## config.mk

```make
export PLATFORM = sky130hd
export DESIGN_NAME = imem_loader_flat
export DESIGN_NICKNAME = d
export VERILOG_FILES = /design/src/rtl/imem_loader_if.sv /design/src/rtl/imem_loader.sv /design/src/flat_wrapper.sv
export SDC_FILE = /design/constraint.sdc
export NUM_CORES = 1
export LEC_CHECK = 0
export CORE_MARGIN = 2
export CORE_UTILIZATION = 50
export CTS_BUF_LIST = sky130_fd_sc_hd__clkbuf_8
export CTS_CLUSTER_SIZE = 8
export DETAILED_ROUTE_END_ITERATION = 6
export GPL_ROUTABILITY_DRIVEN = 0
export HOLD_SLACK_MARGIN = 0.06
export PLACE_DENSITY = 0.72
export SYNTH_ARGS = -nofsm -noshare
export SYNTH_HDL_FRONTEND = slang
export SYNTH_SLANG_ARGS = --single-unit
```

## constraint.sdc

```tcl
create_clock -name clk -period 4 [get_ports clk]
set_input_delay 1.2 -clock clk [delete_from_list [all_inputs] [get_ports clk]]
set_output_delay 1.2 -clock clk [all_outputs]
set_load 0.01 [all_outputs]
```

## src/rtl/imem_loader_if.sv

```systemverilog
// Boot-loader bus: byte stream in from the boot link, word writes out to instruction memory.
// The master side is the loader; the slave side is the link/memory/core environment.
interface imem_loader_if #(
    parameter int unsigned ADDR_DEPTH = 14
);
    logic                  start;
    logic [7:0]            rx_data;
    logic                  rx_valid;
    logic                  rx_ready;
    logic                  wren;
    logic [ADDR_DEPTH-1:0] waddr;
    logic [31:0]           wdata;
    logic                  busy;
    logic                  done;
    logic                  err;
    logic                  core_rst_n;

    modport master (
        input  start, rx_data, rx_valid,
        output rx_ready, wren, waddr, wdata, busy, done, err, core_rst_n
    );

    modport slave (
        output start, rx_data, rx_valid,
        input  rx_ready, wren, waddr, wdata, busy, done, err, core_rst_n
    );
endinterface

```

## src/rtl/imem_loader.sv

```systemverilog
// Assembles a length-prefixed little-endian byte stream into 32-bit instruction memory writes.
// Optional trailing checksum byte when IMEM_LOADER_CKSUM_EN is defined.
module imem_loader #(
    parameter int unsigned ADDR_DEPTH     = 14,
    parameter int unsigned TIMEOUT_CYCLES = 1000000
) (
    input logic          clk,
    input logic          rst_n,
    imem_loader_if.master bus
);

    localparam int unsigned TimerW   = (TIMEOUT_CYCLES > 1) ? $clog2(TIMEOUT_CYCLES) : 1;
    localparam logic [32:0] MaxWords = 33'd1 << ADDR_DEPTH;
    localparam logic [ADDR_DEPTH:0] WordOne = {{ADDR_DEPTH{1'b0}}, 1'b1};

`ifdef IMEM_LOADER_CKSUM_EN
    typedef enum logic [2:0] {
        StIdle, StLenLo, StLenHi, StData, StWrite, StDone, StError, StCksum
    } state_e;
`else
    typedef enum logic [2:0] {
        StIdle, StLenLo, StLenHi, StData, StWrite, StDone, StError
    } state_e;
`endif

    state_e                state_q, state_d;
    logic [7:0]            len_lo_q;
    logic [15:0]           len_q;
    logic [ADDR_DEPTH:0]   word_idx_q;
    logic [1:0]            byte_idx_q;
    logic [31:0]           asm_q;
    logic [TimerW-1:0]     idle_q;

    logic                  rx_ready_q;
    logic                  wren_q;
    logic [ADDR_DEPTH-1:0] waddr_q;
    logic [31:0]           wdata_q;
    logic                  busy_q;
    logic                  done_q;
    logic                  err_q;
    logic                  core_rst_n_q;

`ifdef IMEM_LOADER_CKSUM_EN
    logic [7:0]            sum_q;
`endif

    logic        accept;
    logic [15:0] len_full;
    logic        timed_out;
    logic        last_word;
    logic        counting;
    logic        rdy_d;
    logic        busy_d;
    logic        entering_load;

    always_comb begin
        accept    = bus.rx_valid && rx_ready_q;
        len_full  = {bus.rx_data, len_lo_q};
        timed_out = (TIMEOUT_CYCLES != 0) && !accept &&
                    (idle_q == TimerW'(TIMEOUT_CYCLES - 1));
        last_word = (32'(word_idx_q) + 32'd1) == 32'(len_q);

        state_d = state_q;
        unique case (state_q)
            StIdle, StDone, StError: begin
                if (bus.start) state_d = StLenLo;
            end
            StLenLo: begin
                if (accept)         state_d = StLenHi;
                else if (timed_out) state_d = StError;
            end
            StLenHi: begin
                if (accept) begin
                    if (len_full == 16'd0) begin
`ifdef IMEM_LOADER_CKSUM_EN
                        state_d = StCksum;
`else
                        state_d = StDone;
`endif
                    end else if (33'(len_full) > MaxWords) begin
                        state_d = StError;
                    end else begin
                        state_d = StData;
                    end
                end else if (timed_out) begin
                    state_d = StError;
                end
            end
            StData: begin
                if (accept && byte_idx_q == 2'd3) state_d = StWrite;
                else if (timed_out)               state_d = StError;
            end
            StWrite: begin
                if (last_word) begin
`ifdef IMEM_LOADER_CKSUM_EN
                    state_d = StCksum;
`else
                    state_d = StDone;
`endif
                end else begin
                    state_d = StData;
                end
            end
`ifdef IMEM_LOADER_CKSUM_EN
            StCksum: begin
                if (accept)         state_d = (bus.rx_data == sum_q) ? StDone : StError;
                else if (timed_out) state_d = StError;
            end
`endif
            default: state_d = StIdle;
        endcase

        counting = (state_q == StLenLo) || (state_q == StLenHi) || (state_q == StData);
        rdy_d    = (state_d == StLenLo) || (state_d == StLenHi) || (state_d == StData);
`ifdef IMEM_LOADER_CKSUM_EN
        counting = counting || (state_q == StCksum);
        rdy_d    = rdy_d || (state_d == StCksum);
`endif
        busy_d        = rdy_d || (state_d == StWrite);
        entering_load = (state_d == StLenLo) && (state_q != StLenLo);
    end

    always_ff @(posedge clk) begin
        if (!rst_n) begin
            state_q      <= StIdle;
            len_lo_q     <= '0;
            len_q        <= '0;
            word_idx_q   <= '0;
            byte_idx_q   <= '0;
            asm_q        <= '0;
            idle_q       <= '0;
            rx_ready_q   <= 1'b0;
            wren_q       <= 1'b0;
            waddr_q      <= '0;
            wdata_q      <= '0;
            busy_q       <= 1'b0;
            done_q       <= 1'b0;
            err_q        <= 1'b0;
            core_rst_n_q <= 1'b1;
`ifdef IMEM_LOADER_CKSUM_EN
            sum_q        <= '0;
`endif
        end else begin
            state_q      <= state_d;
            // Outputs follow the next state so they line up with the state they describe.
            rx_ready_q   <= rdy_d;
            busy_q       <= busy_d;
            core_rst_n_q <= !busy_d;
            done_q       <= (state_d == StDone);
            err_q        <= (state_d == StError);
            wren_q       <= (state_q == StWrite);

            if (state_q == StWrite) begin
                waddr_q    <= word_idx_q[ADDR_DEPTH-1:0];
                wdata_q    <= asm_q;
                word_idx_q <= word_idx_q + WordOne;
            end

            if (entering_load || accept) begin
                idle_q <= '0;
            end else if (counting && TIMEOUT_CYCLES != 0) begin
                idle_q <= idle_q + TimerW'(1);
            end

            if (entering_load) begin
                word_idx_q <= '0;
                byte_idx_q <= '0;
`ifdef IMEM_LOADER_CKSUM_EN
                sum_q      <= '0;
`endif
            end

            if (accept) begin
                unique case (state_q)
                    StLenLo: len_lo_q <= bus.rx_data;
                    StLenHi: len_q    <= len_full;
                    StData: begin
                        asm_q[{byte_idx_q, 3'b000} +: 8] <= bus.rx_data;
                        byte_idx_q <= byte_idx_q + 2'd1;
`ifdef IMEM_LOADER_CKSUM_EN
                        sum_q      <= sum_q + bus.rx_data;
`endif
                    end
                    default: ;
                endcase
            end
        end
    end

    assign bus.rx_ready   = rx_ready_q;
    assign bus.wren       = wren_q;
    assign bus.waddr      = waddr_q;
    assign bus.wdata      = wdata_q;
    assign bus.busy       = busy_q;
    assign bus.done       = done_q;
    assign bus.err        = err_q;
    assign bus.core_rst_n = core_rst_n_q;

endmodule

```

## src/flat_wrapper.sv

```systemverilog
// flat-port wrapper written by rule: the top's interface ports become plain ports
module imem_loader_flat 
#(
    parameter int unsigned ADDR_DEPTH     = 14,
    parameter int unsigned TIMEOUT_CYCLES = 1000000
)
  (clk, rst_n, bus_start, bus_rx_data, bus_rx_valid, bus_rx_ready, bus_wren, bus_waddr, bus_wdata, bus_busy, bus_done, bus_err, bus_core_rst_n);
  imem_loader_if #(.ADDR_DEPTH(ADDR_DEPTH)) bus_i ();
  input logic clk;
  input logic rst_n;
  input wire logic [$bits(bus_i.start)-1:0] bus_start;
  input wire logic [$bits(bus_i.rx_data)-1:0] bus_rx_data;
  input wire logic [$bits(bus_i.rx_valid)-1:0] bus_rx_valid;
  output wire logic [$bits(bus_i.rx_ready)-1:0] bus_rx_ready;
  output wire logic [$bits(bus_i.wren)-1:0] bus_wren;
  output wire logic [$bits(bus_i.waddr)-1:0] bus_waddr;
  output wire logic [$bits(bus_i.wdata)-1:0] bus_wdata;
  output wire logic [$bits(bus_i.busy)-1:0] bus_busy;
  output wire logic [$bits(bus_i.done)-1:0] bus_done;
  output wire logic [$bits(bus_i.err)-1:0] bus_err;
  output wire logic [$bits(bus_i.core_rst_n)-1:0] bus_core_rst_n;
  assign bus_i.start = bus_start;
  assign bus_i.rx_data = bus_rx_data;
  assign bus_i.rx_valid = bus_rx_valid;
  assign bus_rx_ready = bus_i.rx_ready;
  assign bus_wren = bus_i.wren;
  assign bus_waddr = bus_i.waddr;
  assign bus_wdata = bus_i.wdata;
  assign bus_busy = bus_i.busy;
  assign bus_done = bus_i.done;
  assign bus_err = bus_i.err;
  assign bus_core_rst_n = bus_i.core_rst_n;
  imem_loader #(.ADDR_DEPTH(ADDR_DEPTH), .TIMEOUT_CYCLES(TIMEOUT_CYCLES)) u_core (.clk(clk), .rst_n(rst_n), .bus(bus_i));
endmodule
```

==> reports/summary.txt <==
RSZ-0062 raised after global routing -> false
P_int -> 2.08 mW
Slowest stage delay, CP -> 580 ps
Max-capacitance violation count -> 0
Crit. End Element -> flop
Arrival @ worst endpoint -> 3620 ps
Syn. warnings -> 0
Gr usage total -> 23.1%
Vias in the first global route -> 5238
Worst Path Required -> 4340 ps
Top_reg_cell synth -> dfxtp_1
Slew HR -> 30.6%
CTS Hold Buffers Added -> 0
CTS tree -> yes
Final min period -> 3280 ps
Part of the power in combinational logic -> 4.9%
Grt ovf -> 0
Leak pwr -> 2.51 nW
Crit Path Max Fanout -> 20
Port Buffer Count -> 63
Max clock buf depth -> 2
Reg-to-reg endpoint -> u_core.idle_q[10]$_SDFFE_PP0P_
Final setup viols -> 0
Syn_area_per_cell -> 8.02 sq um
Critical R2R Launch -> u_core.state_q[0]$_SDFF_PN0_
Antenna violations before repair -> 0
Syn Nets -> 803
Total power -> 2.74 mW
Initial DRC Count -> 466
FP Rows -> 40
Sw frac -> 24.1%
Die area -> 0.0135 sq mm
Ys async rst share -> 0%
Clock slew at reported path FFs -> 80 ps
Vias per inst -> 5.46
Antenna cells -> 0
# Post-CTS Setup Buffers -> 0
CP top delay family -> simple AND/OR/NAND/NOR gates
Reg2reg setup slack -> 1340 ps
#FFs+latches synth -> 148
Hold depth -> 2
Core area -> 0.0122 sq mm
Share of post-route cells with drive strength above 1 -> 5.86%
Top cells by count, synth -> nand2_1 (189), dfxtp_1 (148), a21oi_1 (101)
DRT Pass-1 Iters -> 5
WL/cell -> 15.0 um
Finished Cell Area -> 0.00737 sq mm
Tcrit/Tclk final -> 81.9%
Post-synth top area share -> 47.1%
Critical Path Start Type -> input port
Post-Route WL -> 15000 um
Fillcell total -> 1094
Starting Density -> 51.7%
Die Ht -> 116 um
Top-count cell post-synth -> nand2_1
Setup TNS -> 0 ps
CTS root buffer -> clkbuf_8
Net Switching -> 0.659 mW
WHS Endpoint -> u_core.bus.wdata[9]$_SDFFE_PN0P_
CTS buffer count -> 17
Area of placed instances -> 0.00700 sq mm
Final Hold Viols -> 0
Hold Path Class -> reg2reg
CP max stage cell -> clkdlybuf4s50_1
Layout net count -> 844
Die span in x -> 116 um
Clock share of power -> 40.6%
Cells after synthesis -> 784
Min-delay src -> u_core.asm_q[9]$_SDFFE_PN0P_
Fin. max-slew vios -> 0
DRT antenna net count -> 0
Vias post-DR -> 5478
Post-DP HPWL -> 10500 um
Sequential power share -> 54.5%
Largest net degree at the start of global routing -> 59
Seq/Total Area, Yosys -> 47.1%
Peak Freq -> 0.305 GHz
Number of synthesized flops with an enable pin -> 0
Clock latency on the worst-skew pair -> 460 ps
Worst reg2reg path depth -> 8
# DRC -> 0
CP Buf/Inv Count -> 2
Most area-consuming cells after synthesis -> dfxtp_1 (47%), nand2_1 (11%), a21oi_1 (8.0%)
Area grow syn2layout -> 17.1%
First-pass GRT wire length -> 24500 um
Sink Count -> 148
Fin Clk Skew -> 10.4 ps
Resized Gates After CTS -> 0
# IOs -> 64
Yosys cell types -> 55
Worst Tran Pin Value -> 1040 ps
Number of cells on the critical path -> 9
PD cells -> 372 mW/mm^2
CP cell instances -> clkdlybuf4s50_1, nor4_1, nand2_1, or3_1, a31oi_1, buf_4, a41o_1, nand2b_4, nor2_1
Peak VDD IR -> 0.209 mV
Crit path kind -> in2reg
Area leader, netlist -> dfxtp_1
Syn Std Cell Area -> 0.00629 sq mm
Htree depth -> 4
Outcome -> finished, final reports clean
## state kept, by name (all words and copies together), names as in the netlist, 2 cells and up
register	cells
u_core.asm_q	32
u_core.bus.waddr	14
u_core.bus.wdata	32
u_core.byte_idx_q	2
u_core.idle_q	20
u_core.len_lo_q	8
u_core.len_q	16
u_core.state_q	3
u_core.word_idx_q	15
## kinds of logic after synthesis
kind of cell,synth area share [%]
compound gates,12.0
xor+xnor,7.24
fa+ha+maj,1.39
buf+inv,4.24
flops,47.1
mux,1.63
simple gates,26.4
## power groups by stage
stage                     sequential, mW  combinational, mW  clock [mW]
after floorplan                     1.52             0.0894           0
after global placement              1.53              0.129           0
after detailed placement            1.53              0.132           0
after CTS                           1.49              0.133        1.14
after global routing                1.49              0.145        1.20
final                               1.49              0.134        1.11
## worst max path at each step
| stage | slack, ps | to | from |
|---|---|---|---|
| floorplan | 920 | u_core.idle_q[19]$_SDFFE_PP0P_ | bus_rx_data[7] |
| global placement | 370 | u_core.idle_q[11]$_SDFFE_PP0P_ | bus_rx_data[0] |
| detailed placement | 260 | u_core.idle_q[18]$_SDFFE_PP0P_ | bus_rx_data[0] |
| CTS | 750 | u_core.idle_q[18]$_SDFFE_PP0P_ | bus_rx_data[0] |
| global route | 570 | u_core.bus.busy$_SDFF_PN0_ | bus_rx_data[0] |
| finish | 720 | u_core.idle_q[10]$_SDFFE_PP0P_ | bus_rx_data[0] |
## final cells by class
| cell class | instances | area [sq um] | area share (%) |
|---|---|---|---|
| clock buffer | 17 | 234 | 3.18 |
| clock inverter | 13 | 138 | 1.87 |
| timing repair buffer | 76 | 728 | 9.88 |
| multi-input combinational | 573 | 3060 | 41.6 |
| sequential | 148 | 2960 | 40.2 |
| tap | 168 | 210 | 2.85 |
| inverter | 9 | 33.8 | 0.458 |
## through the flow
stage / util, % / instances / hold slack [ps] / worst slack [ps]
CTS: 60.6 / 1004 / 457 / 748
detailed placement: 57.5 / 974 / 445 / 264
finish: 60.6 / 1004 / 449 / 725
global placement: 57.5 / 974 / 441 / 374
global route: 60.6 / 1004 / 468 / 572
floorplan: - / 784 / 432 / 918
## tightest hold or removal path: cells and delay by family, from the launching register on
kind | cells | cell delay [ps]
AOI/OAI and AO/OA | 1 | 50
DFF | 1 | 320
and+or+nand+nor | 1 | 50
## routing by layer
layer	vias to the layer above	share of wire (%)	global-route usage [%]	routed length [um]
met5	-	0	0	0
met2	178	48	39.5	7270
met3	36	6.0	4.72	899
met4	0	2.4	10.3	363
li1	2724	-	-	-
met1	2540	43	28.4	6480
## cells in the final DEF, fill, tap and decap left out, types with 4 or more instances in the layout
cell type / n
a21oi_1: 101
a31oi_1: 4
and2_1: 6
and3_1: 13
and4_1: 4
buf_4: 13
clkbuf_8: 17
clkdlybuf4s50_1: 63
clkinv_2: 5
clkinv_4: 5
dfxtp_1: 148
ha_1: 7
inv_1: 8
mux2i_1: 8
nand2_1: 189
nand3_1: 56
nand4_1: 6
nor2_1: 63
nor3_1: 6
nor4_1: 10
o22ai_1: 4
xnor2_1: 23
xor2_1: 29
Note: power is estimated with default switching activity, not from simulation.
==> edit: new RTL, config.mk and constraints unchanged <==
Add a define of `IMEM_LOADER_CKSUM_EN`.
--- a/src/rtl/imem_loader.sv
+++ b/src/rtl/imem_loader.sv
@@ -1,5 +1,7 @@
 // Assembles a length-prefixed little-endian byte stream into 32-bit instruction memory writes.
 // Optional trailing checksum byte when IMEM_LOADER_CKSUM_EN is defined.
+`define IMEM_LOADER_CKSUM_EN
+
 module imem_loader #(
     parameter int unsigned ADDR_DEPTH     = 14,
     parameter int unsigned TIMEOUT_CYCLES = 1000000
Behaviour: not the same (Yosys sat finds a counterexample within 4 cycles, from zero or initial values and one cycle with rst_n low).
==> edit against the original RTL <==
Sequential cell count rose by 8. Sequential share of layout area fell by 1.7 points. Wire length rose by 5.8%. Hold slack improved by 6.4 ps. Cell area rose by 10%. Setup slack got worse by 150 ps. Area after synthesis rose by 10%. Total power rose by 6.7%. Largest cell class unchanged. Highest routed layer unchanged.
==> edit: results (changes against the original RTL) <==
| Metric | Value |
|---|---|
| Psw | 0.000701 W (+6.2%) |
| Via count | 6010 (+9.7%) |
| Cell Area, Placed | 7710 um^2 (+10%) |
| Register area | 3120 um^2 (+5.4%) |
| Post-synth top cells | nand2_1, dfxtp_1, a21oi_1, nand3_1, clkbuf_1 |
| Non-clock buffers | 85 (+12%) |
| CP top delay family | compound AO/OA/AOI/OAI gates |
| DRT iter0 DRCs | 509 (+9.2%) |
| Layout Skew | 15.2 ps (+4.75 ps) |
| Met3 usage | 4.82% (+0.10 points) |
| Data buffer area share | 9.80% (-0.080 points) |
| Pwr/cell area | 360 nW/um^2 (-3.1%) |
| Synth top area cells | dfxtp_1, nand2_1, a21oi_1, xnor2_1, nand3_1 |
| LEAKAGE | 2.67 nW (+6.3%) |
| Tcrit/Tclk final | 85.7% (+3.8 points) |
| Clock network share of area | 5.06% (+0.012 points) |
| Outcome | complete, no violations |
| Routed wl met3 | 652 um (-27%) |
| Num tapcells | 180 (+7.1%) |
| Reg2Reg Capture Point | u_core.bus.done |
| Largest net degree at the start of global routing | 58 (-1.7%) |
| Fraction of area in multi-input gates | 43.0% (+1.4 points) |
| Cell variety after synth | 49 (-11%) |
| Comb_multi_in | 632 (+10%) |
| Final Core Density | 59.2% (-1.4 points) |
| Hold Path Origin | u_core.bus.wdata[6] |
| Seq_cells | 156 (+5.4%) |
| Worst vdd ir | 0.259 mV (+24%) |
| Relative slew margins | 34.5% (+3.9 points) |
| CLK BUF | 20 (+3) |
| Main synth FF type | dfxtp_1 |
| GR Util All Layers | 22.8% (-0.37 points) |
| Number of global-route vias before repair | 5662 (+8.1%) |
| Sequential fraction of the synthesis area | 45.0% (-2.1 points) |
| Setup slack, reg-to-reg | 800 ps (-540 ps) |
| Worst R2R Start | u_core.word_idx_q[0] |
| Wire per inst | 14.4 um (-3.8%) |
| First-pass GRT wire length | 26.9 mm (+9.7%) |
| CP startpoint | bus_rx_data[3] |
| Met2 WL | 7.18 mm (-1.1%) |
| CP Capture Point | u_core.sum_q[6] |
| GRT met1 Usage | 30.6% (+2.3 points) |
| Worst slack, placed | 115 ps (-149 ps) |
| GR Util met2 | 35.3% (-4.3 points) |
| WHS Endpoint | u_core.bus.wdata[6] |
| Net Count, Synth | 892 (+11%) |
edit: cell types whose count changed in the layout (fill, tap and decap cells not counted), sizes merged, moves of 7 or more:
| cell | delta |
|---|---|
| buf | +9 |
| a21oi | +11 |
| and3 | -7 |
| ha | +7 |
| xnor2 | +12 |
| dfxtp | +8 |
| clkinv | -7 |
| inv | +14 |
| o21ai | +12 |
| nor3 | +32 |
| nor2 | -24 |
edit: cell families (layout without fill, tap and decap cells):
group	Yosys count	in the layout	share of synthesized area, %
AO/OA/AOI/OAI	166	166	14.0
XOR/XNOR	58	58	7.33
adder cells (fa/ha/maj)	15	15	2.82
buffers and inverters	77	137	4.75
flip-flops	156	156	45.0
multiplexers	3	3	0.451
AND/OR/NAND/NOR	390	390	25.6
edit: per-stage QoR:
step	std cells	hold slack, ps
after detailed placement	1073	444
after floorplan	865	432
after global routing	1105	467
after global placement	1073	442
after CTS	1105	457
final	1105	455
